File: config.mk
export PLATFORM = sky130hd
export DESIGN_NAME = lns_lin2log_pair
export DESIGN_NICKNAME = d
export VERILOG_FILES = /design/src/rtl/lns_mac_pkg.sv /design/src/rtl/lns_log2_lut.sv /design/src/rtl/lns_lin2log_pair.sv
export SDC_FILE = /design/constraint.sdc
export NUM_CORES = 1
export LEC_CHECK = 0
export CORE_UTILIZATION = 58
export CTS_CLUSTER_SIZE = 14
export DETAILED_ROUTE_END_ITERATION = 8
export PLACE_DENSITY_LB_ADDON = 0.1
export SYNTH_ARGS = -nofsm -noshare
export SYNTH_HDL_FRONTEND = slang
export SYNTH_SLANG_ARGS = --single-unit
File: constraint.sdc
create_clock -name clk -period 3.7 [get_ports clk]
set_input_delay 0.555 -clock clk [delete_from_list [all_inputs] [get_ports clk]]
set_output_delay 0.555 -clock clk [all_outputs]
set_load 0.005 [all_outputs]
File: src/rtl/lns_mac_pkg.sv
`default_nettype none
// ============================================================================
//  Module : lns_mac_pkg
//  Brief  : Shared constants, operand type and LUT generator for the LNS MAC
//           and its lin-to-log front-end.
//  Contents:
//    IN_BITS        - log-domain magnitude width (operand is IN_BITS+1 signed)
//    LOG_ZERO       - encoding of log2(0): most negative operand value
//    LIN_*_DEFAULT  - default lin-side widths for the converter
//    lns_operand_t  - {log, nat_sign} operand as consumed by the MAC
//    log2_frac()    - elaboration-time log2 fraction generator
//  Rev    : 1.0  initial release
// ============================================================================
package lns_mac_pkg;

   localparam int IN_BITS = 15;
   localparam logic signed [IN_BITS:0] LOG_ZERO = {1'b1, {IN_BITS{1'b0}}};

   localparam int LIN_BITS_DEFAULT  = 16;
   localparam int FRAC_BITS_DEFAULT = 10;
   localparam int MANT_BITS_DEFAULT = 6;

   // Fixed-point precision and extra result bits used by log2_frac so the
   // final rounding step sees the exact value well past the rounding point.
   localparam int LOG2_PREC  = 48;
   localparam int LOG2_GUARD = 16;

   typedef struct packed {
      logic signed [IN_BITS:0] log;
      logic                    nat_sign;
   } lns_operand_t;

   // round(log2(1 + m/2^mant_bits) * 2^frac_bits), computed bit-serially by
   // repeated squaring of the normalised mantissa: each squaring that
   // crosses 2.0 contributes a 1 to the next fractional bit.
   function automatic logic [31:0] log2_frac(input int unsigned m,
                                             input int unsigned mant_bits,
                                             input int unsigned frac_bits);
      logic [127:0] x;
      logic [63:0]  r;
      x = (128'(1) << mant_bits) + 128'(m);
      x = x << (LOG2_PREC - mant_bits);
      r = '0;
      for (int i = 0; i < int'(frac_bits) + LOG2_GUARD; i++) begin
         x = (x * x) >> LOG2_PREC;
         r = r << 1;
         if (x >= (128'(2) << LOG2_PREC)) begin
            x = x >> 1;
            r = r | 64'd1;
         end
      end
      r = (r + (64'd1 << (LOG2_GUARD - 1))) >> LOG2_GUARD;
      return r[31:0];
   endfunction

endpackage
`default_nettype wire

File: src/rtl/lns_log2_lut.sv
`default_nettype none
// ============================================================================
//  Module : lns_log2_lut
//  Brief  : Combinational log2 fraction table, MANT_BITS -> FRAC_BITS.
//           frac = round(log2(1 + mant/2^MANT_BITS) * 2^FRAC_BITS).
//  Ports  :
//    mant  in  MANT_BITS  mantissa bits below the leading one
//    frac  out FRAC_BITS  fractional part of log2
//  Rev    : 1.0  initial release
// ============================================================================
module lns_log2_lut
   import lns_mac_pkg::*;
#(
   parameter int MANT_BITS = 6,
   parameter int FRAC_BITS = 10
) (
   input  logic [MANT_BITS-1:0] mant,
   output logic [FRAC_BITS-1:0] frac
);

   localparam int DEPTH = 1 << MANT_BITS;

   logic [FRAC_BITS-1:0] lut_w [DEPTH];

   // Table contents are constants folded at elaboration time.
   for (genvar gi = 0; gi < DEPTH; gi++) begin : g_entry
      assign lut_w[gi] = FRAC_BITS'(log2_frac(gi, MANT_BITS, FRAC_BITS));
   end

   assign frac = lut_w[mant];

endmodule
`default_nettype wire

File: src/rtl/lns_lin2log_pair.sv
`default_nettype none
// ============================================================================
//  Module : lns_lin2log_pair
//  Brief  : Two-stage converter from a pair of signed linear integers to the
//           LNS MAC operand format {signed log2|v| fixed point, nat_sign}.
//           Stage 1 registers sign, |v|, zero flag and leading-one index;
//           stage 2 looks up the fraction and registers the log value.
//  Ports  :
//    clk, rstn (async active-low), flush (sync, drops in-flight pairs)
//    in_valid/in_ready, in_x, in_y        - linear input pair
//    out_valid/out_ready                  - to MAC data_in_valid/enable
//    out_x_log, out_y_log                 - signed log2 magnitudes
//    out_x_nat_sign, out_y_nat_sign       - 1 = >= 0, 0 = negative
//  Rev    : 1.0  initial release
// ============================================================================
module lns_lin2log_pair
   import lns_mac_pkg::*;
#(
   parameter int LIN_BITS  = LIN_BITS_DEFAULT,
   parameter int FRAC_BITS = FRAC_BITS_DEFAULT,
   parameter int MANT_BITS = MANT_BITS_DEFAULT
) (
   input  logic                      clk,
   input  logic                      rstn,
   input  logic                      flush,
   input  logic                      in_valid,
   output logic                      in_ready,
   input  logic [LIN_BITS-1:0]       in_x,
   input  logic [LIN_BITS-1:0]       in_y,
   output logic                      out_valid,
   input  logic                      out_ready,
   output logic signed [IN_BITS:0]   out_x_log,
   output logic signed [IN_BITS:0]   out_y_log,
   output logic                      out_x_nat_sign,
   output logic                      out_y_nat_sign
);

   localparam int KW = $clog2(LIN_BITS);

   // Largest log value must fit below the sign bit of the operand.
   if ((((LIN_BITS - 1) << FRAC_BITS) + (1 << FRAC_BITS) - 1) >= (1 << IN_BITS)) begin : g_bad_log_width
      $error("lns_lin2log_pair: log range exceeds operand width");
   end
   if (MANT_BITS > LIN_BITS - 1) begin : g_bad_mant_width
      $error("lns_lin2log_pair: MANT_BITS must not exceed LIN_BITS-1");
   end

   // ------------------------------------------------------------------
   // Handshake / stage valids
   // ------------------------------------------------------------------
   logic s1_valid_q, s1_valid_d;
   logic s2_valid_q, s2_valid_d;
   logic e1, e2, ld1, ld2;

   assign e2       = !s2_valid_q | out_ready;
   assign e1       = !s1_valid_q | e2;
   assign in_ready = e1;
   assign ld1      = in_valid & e1 & !flush;
   assign ld2      = s1_valid_q & e2 & !flush;

   always_comb begin
      s1_valid_d = s1_valid_q;
      s2_valid_d = s2_valid_q;
      if (flush) begin
         s1_valid_d = 1'b0;
         s2_valid_d = 1'b0;
      end else begin
         if (e1) s1_valid_d = in_valid;
         if (e2) s2_valid_d = s1_valid_q;
      end
   end

   always_ff @(posedge clk or negedge rstn) begin
      if (!rstn) begin
         s1_valid_q <= 1'b0;
         s2_valid_q <= 1'b0;
      end else begin
         s1_valid_q <= s1_valid_d;
         s2_valid_q <= s2_valid_d;
      end
   end

   // ------------------------------------------------------------------
   // Per-operand datapath (x = 0, y = 1)
   // ------------------------------------------------------------------
   logic [LIN_BITS-1:0] lin_in [2];
   lns_operand_t        op_res [2];

   assign lin_in[0] = in_x;
   assign lin_in[1] = in_y;

   for (genvar gi = 0; gi < 2; gi++) begin : g_op
      logic [LIN_BITS-1:0]  mag_new;
      logic [KW-1:0]        k_new;
      logic                 sign_q, sign_d;
      logic                 zero_q, zero_d;
      logic [LIN_BITS-1:0]  mag_q, mag_d;
      logic [KW-1:0]        k_q, k_d;
      logic [LIN_BITS-1:0]  norm;
      logic [MANT_BITS-1:0] mant;
      logic [FRAC_BITS-1:0] frac;
      lns_operand_t         res_q, res_d;

      // Two's-complement magnitude as unsigned: -2^(LIN_BITS-1) maps to
      // 2^(LIN_BITS-1), which still fits the unsigned width.
      assign mag_new = lin_in[gi][LIN_BITS-1]
                     ? (~lin_in[gi] + {{(LIN_BITS-1){1'b0}}, 1'b1})
                     : lin_in[gi];

      always_comb begin
         k_new = '0;
         for (int b = 0; b < LIN_BITS; b++) begin
            if (mag_new[b]) k_new = KW'(b);
         end
      end

      always_comb begin
         sign_d = sign_q;
         zero_d = zero_q;
         mag_d  = mag_q;
         k_d    = k_q;
         if (ld1) begin
            sign_d = !lin_in[gi][LIN_BITS-1];
            zero_d = (mag_new == '0);
            mag_d  = mag_new;
            k_d    = k_new;
         end
      end

      // Left-justify the leading one at the MSB; the MANT_BITS below it
      // form the mantissa, zero-padded when k < MANT_BITS.
      assign norm = mag_q << (KW'(LIN_BITS - 1) - k_q);
      assign mant = MANT_BITS'(norm >> (LIN_BITS - 1 - MANT_BITS));

      lns_log2_lut #(
         .MANT_BITS (MANT_BITS),
         .FRAC_BITS (FRAC_BITS)
      ) u_lut (
         .mant (mant),
         .frac (frac)
      );

      always_comb begin
         res_d = res_q;
         if (ld2) begin
            res_d.nat_sign = sign_q;
            // frac < 2^FRAC_BITS, so concatenation equals (k << FRAC) + frac.
            res_d.log = zero_q ? LOG_ZERO : (IN_BITS + 1)'({k_q, frac});
         end
      end

      always_ff @(posedge clk or negedge rstn) begin
         if (!rstn) begin
            sign_q <= 1'b0;
            zero_q <= 1'b0;
            mag_q  <= '0;
            k_q    <= '0;
            res_q  <= '0;
         end else begin
            sign_q <= sign_d;
            zero_q <= zero_d;
            mag_q  <= mag_d;
            k_q    <= k_d;
            res_q  <= res_d;
         end
      end

      assign op_res[gi] = res_q;
   end

   assign out_valid      = s2_valid_q;
   assign out_x_log      = op_res[0].log;
   assign out_y_log      = op_res[1].log;
   assign out_x_nat_sign = op_res[0].nat_sign;
   assign out_y_nat_sign = op_res[1].nat_sign;

endmodule
`default_nettype wire

Yosys cells after proc, flatten, opt, wreduce, memory -nomap -nowiden
Memory sizes are Yosys's and may differ from the RTL's.
Index checks and enable logic that the tools add are counted.

word-level totals
  register bits after elaboration = 80
  memory bits (read-only) = 1280
  bits of input ports = 37
  output and inout bits = 36
  word-level logic and storage cells = 85
  memories kept = 2

memory list
  name             words  width  rd ports  clocked after Yosys merged registers in  wr ports  RTL line            text
  (no name shown)  64     10     1         0                                        0         lns_log2_lut.sv:30  assign frac = lut_w[mant];
  (no name shown)  64     10     1         0                                        0         lns_log2_lut.sv:30

operators by class
  add/sub/neg operators = 4
  magnitude comparators = 2
  shift-type cells = 2
  multiplexer cells = 42
  bitwise gates (word level) = 10
  reductions and logical operators = 9

operators with widths
  cell                     count
  $mux W4                  28
  $mux W16                 4
  $mux W10                 4
  $add A16 B1 Y16 const B  2
  $logic_not A16 Y1        2
  $not A16 Y16             2
  $shl A16 B4 Y15          2
  $ge A7 B7 Y1 const B     2
  $not A6 Y7               2
  $sub A4 B4 Y4 const A    2
  $mux W1                  6
  $logic_not A1 Y1         5
  $and A1 B1 Y1            4
  $reduce_bool A2 Y1       2
  $or A1 B1 Y1             2

Logic depth before layout (Yosys ltp)
Gate-level depths: netlist of run 1.

  depth in word-level cells = 18
  gate-level depth with buffers = 14
  mapped depth without buffers = 11

Cells and area by module
A second synthesis of run 1 with hierarchy kept.

second synthesis, totals
  cells, all modules = 935
  area total of the unflattened synthesis = 7573.5 µm²

by module, submodules not included
  module            times used  cells an instance  area each (µm²)  seq. area each (µm²)
  lns_lin2log_pair  1           645                5486.5           1901.8
  lns_log2_lut      2           145                1043.5           0.0

Least setup slack after synthesis of run 1
OpenSTA, ideal clock, no wires.

  kind = reg2reg
  from = register g_op[1].k_q[1]
  to = register g_op[1].res_q (netlist bit out_y_log[3])
  setup time = 0.122 ns
  arrival time = 2.968 ns
  required time = 3.578 ns
  setup slack = 0.610 ns
  stages on the path, launching flop included = 14
  path buffers = 4
  clock period less this slack = 3.090 ns
  path through = dfrtp_1 buf_2 clkbuf_1 mux4_2 o22ai_1 nor3_1 buf_2 inv_1 ha_1 clkbuf_1 nor2_1 a211oi_1 o21ai_0 a32o_1

on the way
  word-level cells in the longest chain between the ends = 7

ends and longest elaborated chain
  element                                      RTL line                 text
  start, declared                              lns_lin2log_pair.sv:98   logic [KW-1:0] k_q, k_d;
  start signal, assigned                       lns_lin2log_pair.sv:163  k_q <= k_d;
  $sub A4 B4 Y4                                lns_lin2log_pair.sv:132  assign norm = mag_q << (KW'(LIN_BITS - 1) - k_q);
  $shl A16 B4 Y15                              lns_lin2log_pair.sv:132
  $not A6 Y7 (not written as such)             lns_log2_lut.sv:30
  $mem_v2 Z64 W10                              --
  $mux W10 (not written as such) (2 in a row)  lns_log2_lut.sv:30
  $mux W16                                     lns_lin2log_pair.sv:148  res_d.log = zero_q ? LOG_ZERO : (IN_BITS + 1)'({k_q, frac});
  end signal, assigned                         lns_lin2log_pair.sv:164  res_q <= res_d;
  end, declared                                lns_lin2log_pair.sv:102  lns_operand_t res_q, res_d;

Every way passes these cells. The select of a mux whose other input is x is not followed.
A chain may end at the register's enable or synchronous reset.

Final worst setup path of run 1
  from = register g_op[0].k_q[0]
  to = register g_op[0].res_q (netlist bit out_x_log[2])

on the way
  word-level cells in the longest chain between the ends = 7

ends and longest elaborated chain
  element                                      RTL line
  start, declared                              lns_lin2log_pair.sv:98
  start signal, assigned                       lns_lin2log_pair.sv:163
  $sub A4 B4 Y4                                lns_lin2log_pair.sv:132
  $shl A16 B4 Y15                              lns_lin2log_pair.sv:132
  $not A6 Y7 (not written as such)             lns_log2_lut.sv:30
  $mem_v2 Z64 W10                              --
  $mux W10 (not written as such) (2 in a row)  lns_log2_lut.sv:30
  $mux W16                                     lns_lin2log_pair.sv:148
  end signal, assigned                         lns_lin2log_pair.sv:164
  end, declared                                lns_lin2log_pair.sv:102

Every way passes these cells. The select of a mux whose other input is x is not followed.

==> impl_metrics.py, run 1 <==
metrics = {
    "route": {
        "drt-vias-per-instance": 6.57,
        "drcViolationCount": 0,
        "wl_met2_mm": 8.34,
        "drt-total-wl_mm": 17.8,
        "vias": 6477,
        "routedWlPerCell_um": 18.0,
        "wl_met3_mm": 1.21,
        "top_layer_used": "met4",
        "drtPass1Iterations": 5,
        "m1WireLength_mm": 7.83,
        "drtIter0Drc": 498,
        "antenna_left": 0,
    },
    "floorplanning": {
        "die_area_um2": 12200,
        "start_util": 0.595,
        "core_um2": 11500,
        "ioPinCount": 73,
        "die_y_um": 110,
        "die_x_um": 110,
        "rows": 39,
    },
    "placement": {
        "gp_congestion": 0.926,
        "io_buffers": 70,
        "dpl.hpwl_mm": 12.9,
    },
    "worst_hold_path": {
        "hp-class": "in -> async",
    },
    "outcome": {
        "status": "complete, no violations",
    },
    "grt": {
        "grt_pass1_wl_mm": 29.8,
        "antenna_found_initial": 0,
        "gr-total-overflow": 0,
        "grt_max_degree": 77,
        "grtUsageTotal": 0.295,
        "grt_pass1_vias": 6076,
    },
    "power_and_ir_drop": {
        "power_density_nw_per_um2": 608,
        "total_power_w": 0.00481,
        "leakage_nw": 3.28,
        "ir_worst_vdd_v": 0.000340,
    },
    "sta": {
        "finClkSkew_ns": 0.00813,
        "hold_viol_final": 0,
        "setup_viol": 0,
        "period_share": 0.950,
        "tightest_slew_ns": 0.954,
        "max_freq_ghz": 0.284,
        "min_period_ns": 3.52,
        "finalSetupTns_ns": 0,
        "relSlewSlack": 0.364,
        "rsz0062_at_grt": "false",
        "finalMaxSlewViolations": 0,
    },
    "critical_path": {
        "cp-end-kind": "register",
        "r2r_cells": 8,
        "r2r_setup_slack_ns": 0.18,
        "crit_type": "reg -> reg",
        "crit_required_ns": 3.98,
        "start_kind": "register",
        "cp_max_fo": 14,
        "worstPathArrival_ns": 3.79,
        "r2r-end": "out_x_log[2]",
        "reg2reg_from": "g_op[0].k_q[0]",
    },
    "clock_tree": {
        "root_buffer": "clkbuf_16",
        "clkTransAtPathRegs_ns": 0.07,
        "postCtsHoldBufs": 0,
        "post_cts_buffers": 0,
        "clockBufferDepth": 2,
        "cts.sinks": 76,
        "clk_latency_ns": 0.34,
        "numCtsBuffers": 9,
        "htreeDepth": 3,
        "cts-resized-gates": 0,
        "cts_tree": "built",
    },
    "finish": {
        "drive_gt1_frac": 0.112,
        "diodes": 0,
        "syn2layout_area_growth_pct": 16.0,
        "seq_area_um2": 1900,
        "multi_input_area_um2": 4530,
        "fillers": 921,
        "final_nets": 903,
    },
    "yosys": {
        "syn_inst": 792,
        "synth.avg_cell_area_um2": 8.62,
        "synth_edf_count": 0,
        "synth_area_um2": 6830,
        "ys.flop_type": "dfrtp_1",
        "synth_seq_area_share": 0.279,
        "ys_warn_count": 0,
        "synth_seq_cells": 76,
        "synth_cell_type_count": 84,
        "synth_async_sr_flop_share": 1.00,
    },
    "job": {
        "cap_violations": 0,
    },
}
==> metal layers <==
layer / track usage / vias up
met1: 0.409 / 3115
met4: 0.111 / 0
li1: - / 3052
met3: 0.0472 / 33
met5: 0 / -
met2: 0.466 / 277
==> worst max-delay path: stages, from the launching register on <==
cell	delay, ns
dfrtp_1	0.71
mux4_1	0.69
mux2_2	0.30
a22oi_2	0.31
inv_1	0.14
ha_1	0.32
a2111oi_0	0.69
o31ai_1	0.18
nand3_1	0.11
==> worst max path at each step <==
| stage | from | to | slack, ns | cells after the start |
|---|---|---|---|---|
| after global routing | g_op[1].k_q[0] | out_y_log[4] | 0.05 | 10 |
| after floorplan | g_op[1].k_q[1] | out_y_log[3] | 0.61 | 13 |
| after global placement | in_x[0] | g_op[0].k_q[3] | 0.40 | 10 |
| after CTS | g_op[0].k_q[0] | out_x_log[2] | 0.27 | 8 |
| after detailed placement | g_op[0].k_q[0] | out_x_log[2] | 0.29 | 8 |
| final | g_op[0].k_q[0] | out_x_log[2] | 0.18 | 8 |
==> kinds of logic after synthesis <==
logic type	after synthesis	synth area share
flip-flops	76	0.279
AO/OA/AOI/OAI	250	0.255
AND/OR/NAND/NOR	277	0.194
XOR/XNOR	28	0.0359
other	1	0.000549
adder cells (fa/ha/maj)	28	0.0513
buffers and inverters	85	0.0588
multiplexers	47	0.125
==> report_power, final <==
part,internal [W],switching (W)
Clock,0.000612,0.000361
Combinational,0.00116,0.00145
Sequential,0.00102,0.000197
Total,0.00280,0.00201
==> Yosys cell counts, drive strengths merged, types with 6 or more instances <==
library cell	n	area, µm²
nand2	127	477
dfrtp	76	1900
o21ai	76	380
nor2	45	171
a21oi	38	201
clkbuf	34	128
ha	28	350
mux4	28	653
buf	25	176
inv	25	93.8
nand2b	17	106
xor2	16	140
nand3	14	70.1
o31ai	14	110
a211oi	12	90.1
o211ai	12	90.1
xnor2	12	105
and2	10	62.6
mux2	10	113
nor2b	10	62.6
mux2i	9	90.1
nor3	9	45.0
a31oi	7	43.8
a2111oi	6	60.1
a22oi	6	55.1
o221ai	6	52.6
o41ai	6	52.6
==> metrics by stage <==
step           cells  instance area (µm²)  hold slack [ns]  utilization  setup WS (ns)
2_1_floorplan    793                 6830            0.259            -          0.610
3_3_place_gp     970                 7590            0.458        0.662          0.396
3_5_place_dp     970                 7590            0.467        0.662          0.285
4_1_cts          986                 7920            0.409        0.690          0.265
5_1_grt          986                 7920            0.465        0.690         0.0536
6_report         986                 7920            0.343        0.690          0.185
==> registers in the layout, summed over array words and instances, names as in the netlist <==
register / count
g_op.k_q: 8
out_x_nat_sign: 1
out_y_log: 15
out_y_nat_sign: 1
g_op.mag_q: 30
s1_valid_q: 1
out_valid: 1
g_op.zero_q: 2
out_x_log: 15
g_op.sign_q: 2
==> layout by cell type (no fill, tap or decap), types with 13 or more instances in the layout <==
master	netlist	routed
nand2_1	127	127
mux4_2	22	22
o21ai_0	72	72
nand2b_1	17	17
a21oi_1	37	37
o31ai_1	13	13
nand3_1	14	14
buf_4	3	23
dfrtp_1	76	76
ha_1	28	28
nor2_1	44	44
clkdlybuf4s50_1	0	69
inv_1	22	22
xor2_1	16	16
==> area by class of cell <==
| type | instances | area share |
|---|---|---|
| Clock inverter | 5 | 0.0107 |
| Tap cell | 143 | 0.0226 |
| Timing Repair Buffer | 93 | 0.112 |
| Clock buffer | 11 | 0.0307 |
| Sequential cell | 76 | 0.240 |
| Multi-Input combinational cell | 632 | 0.572 |
| Inverter | 26 | 0.0123 |
Note: power is estimated with default switching activity, not from simulation.
==> run 2, diff against run 1 <==
--- a/config.mk
+++ b/config.mk
@@ -5,10 +5,11 @@
 export SDC_FILE = /design/constraint.sdc
 export NUM_CORES = 1
 export LEC_CHECK = 0
-export CORE_UTILIZATION = 58
+export CORE_UTILIZATION = 46
 export CTS_CLUSTER_SIZE = 14
 export DETAILED_ROUTE_END_ITERATION = 8
 export PLACE_DENSITY_LB_ADDON = 0.1
+export SLEW_MARGIN = 10
 export SYNTH_ARGS = -nofsm -noshare
 export SYNTH_HDL_FRONTEND = slang
 export SYNTH_SLANG_ARGS = --single-unit
==> run 2 against run 1 <==
Combinational power barely moved. Design area rose by 0.46%. Global-route usage fell by 4.6 points. Via count fell by 1.2%. Worst setup slack improved by 0.21 ns. Sequential share of layout area fell by 0.11 points. Clock power fell by 13%. Sequential cell count did not move. Hold slack improved by 0.0082 ns. Total power fell by 2.1%. Cell count rose by 4.7%. Critical endpoint is now out_x_log[7]. Largest cell class unchanged. Largest power group unchanged.
==> impl_metrics.py, run 2 (synthesis results as in run 1) <==
metrics = {
    "outcome": {
        "status": "complete, no violations",
    },
    "power_and_ir_drop": {
        "power_density_nw_per_um2": 592,
        "switching_share": 0.435,
        "total_power_w": 0.00471,
        "p_clk_frac": 0.179,
        "power.switching_w": 0.00205,
        "leakage_nw": 3.27,
        "internal_power_w": 0.00266,
        "ir_worst_vdd_v": 0.000271,
        "p_comb_frac": 0.563,
        "seqPwrFrac": 0.258,
    },
    "sta": {
        "hold_viol_final": 0,
        "finClkSkew_ns": 0.00801,
        "finalMaxSlewViolations": 0,
        "tightest_slew_ns": 0.988,
        "rsz0062_at_grt": "false",
        "max_freq_ghz": 0.303,
        "finalSetupTns_ns": 0,
        "relSlewSlack": 0.341,
        "period_share": 0.892,
        "min_period_ns": 3.30,
        "setup_viol": 0,
    },
    "route": {
        "drtIter0Drc": 813,
        "drtPass1Iterations": 5,
        "drcViolationCount": 0,
        "antenna_left": 0,
        "vias": 6399,
        "drt-total-wl_mm": 18.5,
        "routedWlPerCell_um": 17.9,
        "drt-vias-per-instance": 6.20,
    },
    "critical_path": {
        "crit_slowest_cell": "mux4_1",
        "crit_required_ns": 3.92,
        "cp-end-kind": "register",
        "critPathMaxStageDelay_ns": 0.62,
        "cp_max_fo": 8,
        "worstPathArrival_ns": 3.52,
        "start_kind": "register",
        "crit_type": "reg -> reg",
        "critPathMostFrequentCell": "ha_1",
        "cp_cell_sequence": "mux4_1 > mux2_2 > a22oi_2 > inv_2 > ha_1 > inv_1 > ha_1 > nor4_1 > a2111oi_1 > nor2_1",
    },
    "floorplanning": {
        "die_x_um": 124,
        "core_um2": 14500,
        "die_y_um": 124,
        "ioPinCount": 73,
        "die_area_um2": 15300,
        "rows": 44,
        "start_util": 0.471,
    },
    "clock_tree": {
        "root_buffer": "clkbuf_16",
        "postCtsHoldBufs": 0,
        "post_cts_buffers": 0,
        "htreeDepth": 3,
        "clk_latency_ns": 0.35,
        "clkTransAtPathRegs_ns": 0.07,
        "cts-resized-gates": 0,
        "numCtsBuffers": 9,
        "clockBufferDepth": 2,
        "cts.sinks": 76,
        "cts_tree": "built",
    },
    "placement": {
        "io_buffers": 70,
        "dpl.hpwl_mm": 13.6,
        "gp_congestion": 0.917,
        "dp_cells": 1016,
    },
    "grt": {
        "grt_pass1_vias": 5947,
        "antenna_found_initial": 0,
        "gr-total-overflow": 0,
        "grtUsageTotal": 0.249,
        "grt_max_degree": 77,
        "grt_pass1_wl_mm": 29.8,
    },
    "finish": {
        "fin_util": 0.549,
        "final_common_cell": "nand2_1",
        "fillers": 1342,
        "layout.cells.non_filler": 1032,
        "drive_gt1_frac": 0.117,
        "multi_input_area_um2": 4530,
        "diodes": 0,
        "final_cell_mix": "127 x nand2_1, 76 x dfrtp_1, 72 x o21ai_0",
        "largest_reg_flops": 30,
        "top_register": "g_op.mag_q",
        "seq_area_um2": 1900,
        "syn2layout_area_growth_pct": 16.5,
        "final_nets": 908,
    },
    "worst_hold_path": {
        "hp-class": "in -> async",
    },
    "job": {
        "cap_violations": 0,
    },
}
==> run 2: final timing paths <==
path	end	cells past startpoint	slack, ns	from
max	out_x_log[7]	10	0.40	g_op[0].k_q[0]
min	out_x_log[2]	1	0.35	rstn
max reg2reg	out_x_log[7]	10	0.40	g_op[0].k_q[0]
min reg2reg	out_x_log[8]	2	0.47	out_x_log[8]
max in group asynchronous	out_y_log[8]	1	2.69	rstn
min in group clk	out_x_log[8]	2	0.47	out_x_log[8]
==> run 2: layout make-up <==
class	instances	area share
multi-input cells	632	0.569
flip-flops and latches	76	0.239
repair buffers	98	0.116
well taps	184	0.0290
clock buffers	10	0.0288
inverters	26	0.0123
clock inverters	6	0.00582
==> run 2: stage by stage <==
step                area [µm²]  hold WS, ns  worst slack, ns
floorplan                 6830        0.259            0.610
global placement          7680        0.457            0.351
detailed placement        7680        0.466            0.232
CTS                       7950        0.406            0.458
global route              7950        0.446            0.189
finish                    7950        0.351            0.399
==> run 2: power groups by stage <==
| stage | sequential (W) | combinational, W | clock [W] |
|---|---|---|---|
| 5_1_grt | 0.00125 | 0.00289 | 0.000892 |
| 6_report | 0.00122 | 0.00265 | 0.000844 |
| 2_1_floorplan | 0.00115 | 0.00184 | 0 |
| 3_5_place_dp | 0.00123 | 0.00260 | 0 |
| 3_3_place_gp | 0.00122 | 0.00261 | 0 |
| 4_1_cts | 0.00122 | 0.00261 | 0.000860 |
==> run 2: critical path: cells and delay by family, from the launching register on <==
kind / cells / cell delay (ns)
adder cells (fa/ha/maj): 2 / 0.48
AO/OA/AOI/OAI: 2 / 0.81
flip-flops: 1 / 0.52
AND/OR/NAND/NOR: 2 / 0.16
buffers and inverters: 2 / 0.29
multiplexers: 2 / 0.92
==> run 2: per-layer routing <==
layer | global-route usage | vias to the layer above | part of all wire
met5 | 0 | - | 0
met1 | 0.344 | 3014 | 0.46
met3 | 0.0284 | 49 | 0.058
met4 | 0.117 | 0 | 0.035
met2 | 0.390 | 270 | 0.45
li1 | - | 3066 | -
==> patch 1: new RTL, config.mk and constraints of run 2 <==
Change the package constant `LIN_BITS_DEFAULT` from 16 to 32.
--- a/src/rtl/lns_mac_pkg.sv
+++ b/src/rtl/lns_mac_pkg.sv
@@ -16,7 +16,7 @@
    localparam int IN_BITS = 15;
    localparam logic signed [IN_BITS:0] LOG_ZERO = {1'b1, {IN_BITS{1'b0}}};
 
-   localparam int LIN_BITS_DEFAULT  = 16;
+   localparam int LIN_BITS_DEFAULT  = 32;
    localparam int FRAC_BITS_DEFAULT = 10;
    localparam int MANT_BITS_DEFAULT = 6;
 
Interface: changed (resized in_x and in_y); port bits go from 73 to 105. No check against the original RTL was run, so the function may have changed too.
==> patch 1 against run 2 <==
  * Setup slack lost 190 ps
  * Cell area increased by 68%
  * Total power up 28%
  * Routed wire length increased by 70%
  * Core utilization down 0.15 points
  * Sequential cell count grew 36
  * Synthesized area increased by 70%
  * Critical path type unchanged
  * Critical endpoint is now out_x_log[0]
  * Largest cell class unchanged
==> patch 1: results (changes against run 2) <==
most flop-heavy register=g_op.mag_q; Net Count, Synth=1473; wire length per cell=17.6 um (-1.9%); Setup Fix Bufs, Post-CTS=0 (unchanged); first-pass GRT wire length=52800 um (+77%); HP Class=in2async; fillers=2301 (+71%); status=finished, final reports clean; via count=11000 (+72%); post-synthesis mux area share=15.1% (+2.5 points); Worst-Skew Late Latency=around 360 ps; Setup-failing EPs final=0 (unchanged); vias in the first global route=10100 (+70%); EDFF count, synth=0 (unchanged); Post-DP Area=0.0131 mm^2 (+71%); Data arrival, critical path=3730 ps (+210 ps); largest net degree at the start of global routing=128 (+66%); GPL Wtd Cong=0.912 (-0.51%); drt via density=6.15 (-0.81%); register area share after synthesis=24.2% (-3.6 points); Async SR Flop Fraction=100% (unchanged); max FFs per register=62 (+110%); Place WS=170 ps (-62.1 ps); initial antenna violation count=0 (unchanged); Initial DRC Count=1010 (+24%); Cells after DPL=1771 (+74%); worst slew pin tran=826 ps (-162 ps); total CTS buffers=9 (unchanged); ant diodes=0 (unchanged); Synth Area in Compound Gates=25.2% (-0.31 points); clk buf depth=2 (unchanged); adder-cell share of the synthesized area=2.60% (-2.5 points); Netlist cell types=97 (+15%); port bufs=104 (+49%); XOR/XNOR Fraction of Synth Area=5.07% (+1.5 points); hpwl dp=24200 um (+77%); top cells by area, synth=dfrtp_1 24%, mux4_2 9.1%, nand2_1 6.4%; Post-synth top flop=dfrtp_1; post-synthesis cell count=1380 (+74%); leakage=0.00538 uW (+64%); share of post-route cells with drive strength above 1=14.6% (+2.9 points); Nets=1551 (+71%); clock slew seen by the registers of the worst setup and hold paths=70 ps (about the same); Root Buffer Master=clkbuf_16; Clock H-tree levels=3 (unchanged); Synth top cells by count=196 x nand2_1, 123 x o21ai_0, 112 x dfrtp_1, 84 x nor2_1, 60 x clkbuf_1; worst vdd ir=0.260 mV (-4.1%); Syn. warnings=0 (unchanged); crit path max fanout=23 (+15); skew final=7.35 ps (-0.655 ps); post-CTS sizing=0 (unchanged); Initial DRT Pass Iterations=5 (unchanged); total track usage=24.8% (-0.14 points)
-- patch 1: cells by family after synthesis --
group                    after synthesis
adder cells (fa/ha/maj)               24
AO/OA/AOI/OAI                        420
buffers and inverters                153
multiplexers                         113
AND/OR/NAND/NOR                      491
flip-flops                           112
XOR/XNOR                              67
-- patch 1: cell type report --
class / instances / area [um^2] / share of cell area [%]
multi-input combinational: 1115 / 8060 / 60.2
sequential: 112 / 2800 / 20.9
timing repair buffer: 185 / 1700 / 12.7
tap: 324 / 405 / 3.03
clock buffer: 9 / 225 / 1.68
inverter: 35 / 131 / 0.981
clock inverter: 7 / 63.8 / 0.476
-- patch 1: routing by layer --
metal  GRT usage, %  routed length, um
met4           5.37                383
met2           35.4              13200
met1           40.0              16100
met5              0                  0
met3           1.86               1720
-- patch 1: final timing paths --
| check | end | startpoint | slack, ps | cells after the start |
|---|---|---|---|---|
| max reg2reg | out_x_log[0] | g_op[0].k_q[1] | 210 | 12 |
| min | out_y_log[2] | rstn | 290 | 1 |
| max | out_x_log[0] | g_op[0].k_q[1] | 210 | 12 |
| min reg2reg | out_y_nat_sign | out_y_nat_sign | 480 | 2 |
| min in group clk | out_y_nat_sign | out_y_nat_sign | 480 | 2 |
| max in group asynchronous | g_op[1].k_q[2] | rstn | 2640 | 2 |
-- patch 1: worst max-delay path, cell delays in order (launching register included) --
cell and delay [ps]:
dfrtp_1 420, buf_12 220, mux4_2 540, mux2_2 280, a221oi_1 300, a211oi_1 80
buf_4 200, inv_1 110, ha_1 340, mux2i_1 130, o221ai_1 220, o221ai_1 180
a221o_1 340
-- patch 1: power breakdown --
part / total [uW] / switching (uW) / internal [uW]
logic: 3380 / 1800 / 1580
registers: 1710 / 246 / 1470
clock network: 950 / 480 / 471
total: 6050 / 2530 / 3520
==> patch 2: new RTL, settings of run 2 <==
Made on the original files. Reset style: synchronous (`rstn`), changed in 2 clocked blocks. Comments in the files are not updated.
--- a/src/rtl/lns_lin2log_pair.sv
+++ b/src/rtl/lns_lin2log_pair.sv
@@ -70,7 +70,7 @@
       end
    end
 
-   always_ff @(posedge clk or negedge rstn) begin
+   always_ff @(posedge clk) begin
       if (!rstn) begin
          s1_valid_q <= 1'b0;
          s2_valid_q <= 1'b0;
@@ -149,7 +149,7 @@
          end
       end
 
-      always_ff @(posedge clk or negedge rstn) begin
+      always_ff @(posedge clk) begin
          if (!rstn) begin
             sign_q <= 1'b0;
             zero_q <= 1'b0;
Formal check against the unedited RTL: differs if rstn is asserted again (counterexample within 4 cycles, from zero or initial values and one cycle with rstn low); with rstn held inactive, the same outputs for 4 cycles.
==> patch 2 against run 2 <==
  * Final cell count increased by 1.5%
  * Sequential share of layout area decreased by 4.7 points
  * First-iteration DRC count decreased by 31%
  * Global-route usage decreased by 0.98 points
  * Synthesized area increased by 1.0%
  * Cell area decreased by 0.28%
  * Routed wire length increased by 0.60%
  * Clock skew increased by 3.2 ps
  * Sequential cell count unchanged
  * Setup slack improved by 20 ps
  * Core utilization decreased by 0.57 points
  * Critical path type unchanged
  * Largest cell class unchanged
Power is not compared: it rests on default switching activity, and its combinational part moved more than twofold at a synthesized area within 25%.
==> patch 2: results (changes against run 2) <==
status=finished, final reports clean; post-synthesis cell count=827 (+4.4%); drt via density=6.16 (-0.66%); Fin. Hold Viols=0 (unchanged); Netlist cell types=88 (+4.8%); wire length per cell=17.8 um (-0.85%); Cells after DPL=1031 (+1.5%); vias in the first global route=5909 (-0.64%); fillers=1402 (+4.5%); hpwl dp=13600 um (-0.16%); register area share after synthesis=22.1% (-5.8 points); share of post-route cells with drive strength above 1=12.1% (+0.38 points); Setup-failing EPs final=0 (unchanged); total track usage=23.9% (-0.98 points); Nets=923 (+1.7%); worst slew pin tran=1090 ps (+104 ps); HP Class=reg2reg; crit path max fanout=17 (+9); skew final=11.2 ps (+3.21 ps); top cells by area, synth=dfxtp_1 22%, mux4_2 8.5%, nand2_1 5.6%; Data arrival, critical path=3560 ps (+40 ps); Initial DRC Count=558 (-31%); leakage=0.00308 uW; first-pass GRT wire length=30700 um (+3.0%); Multi-input gate area=0.00490 mm^2 (+8.2%); Post-DP Area=0.00762 mm^2 (-0.67%); largest net degree at the start of global routing=61 (-21%); Clock H-tree levels=3 (unchanged); Synth top cells by count=103 x nand2_1, 76 x dfxtp_1, 63 x nor2_1, 36 x clkbuf_1, 33 x mux2i_1; GPL Wtd Cong=0.887 (-3.2%)
patch 2: cell count changes in the layout (fill, tap and decap cells not counted), sizes merged, moves of 19 or more:
cell	delta
dfrtp	-76
dfxtp	+76
mux2i	+25
nand2	-24
nor2	+19
o211a	+20
o21ai	-38
patch 2: final cells by class:
| type | count | share of cell area (%) |
|---|---|---|
| Timing Repair Buffer | 92 | 10.9 |
| Inverter | 31 | 1.47 |
| Clock inverter | 6 | 0.805 |
| Multi-Input combinational cell | 648 | 61.7 |
| Clock buffer | 10 | 3.01 |
| Tap cell | 184 | 2.90 |
| Sequential cell | 76 | 19.2 |
patch 2: power breakdown:
part,switching (uW),internal [uW],leakage (uW)
logic,356,294,0.00231
clock network,378,540,0.000144
registers,49.7,853,0.000620
patch 2: cell families (layout without fill, tap and decap cells):
kind of cell / after synthesis / after routing / share of synthesized area, %
fa+ha+maj: 28 / 28 / 5.08
mux: 79 / 79 / 16.7
compound gates: 236 / 236 / 26.0
xor+xnor: 30 / 30 / 3.81
simple gates: 273 / 273 / 19.2
other cells: 1 / 2 / 0.0544
buf+inv: 104 / 139 / 7.08
flops: 76 / 76 / 22.1
patch 2: critical path, stage by stage, from the launching register on:
cell and delay [ps]:
dfxtp_2 500, mux2_2 370, mux4_2 500, a22oi_2 330, inv_2 150, ha_1 270, inv_1 170, ha_1 270
o22ai_1 100, a2111o_1 420, a21boi_1 140
patch 2: routing by layer:
| metal | GRT usage [%] | wire length [um] | vias to the layer above | part of all wire (%) |
|---|---|---|---|---|
| met5 | 0 | 0 | - | 0 |
| met3 | 3.05 | 933 | 21 | 5.0 |
| li1 | - | - | 3128 | - |
| met2 | 36.9 | 8250 | 224 | 44 |
| met4 | 7.73 | 303 | 0 | 1.6 |
| met1 | 34.5 | 9110 | 3076 | 49 |
patch 2: path summary, 6_finish.rpt:
check	cells after the start	slack, ps	from	end
worst max-delay path	10	420	g_op[0].k_q[3]	out_x_log[8]
worst min-delay path	2	450	out_y_log[7]	out_y_log[7]
worst max register to register	10	420	g_op[0].k_q[3]	out_x_log[8]
worst min register to register	2	450	out_y_log[7]	out_y_log[7]
patch 2: repair_timing:
action,in CTS,in global routing
setup endpoints to repair,0,1
hold buffers,0,0
gates resized for setup,0,1
hold endpoints to repair,0,0
patch 2: through the flow:
stage	power (uW)	hold slack (ps)	setup slack (ps)
finish	2470	455	419
global route	2590	475	206
CTS	2480	459	249
detailed placement	1560	451	268
global placement	1560	446	370
floorplan	1390	440	565
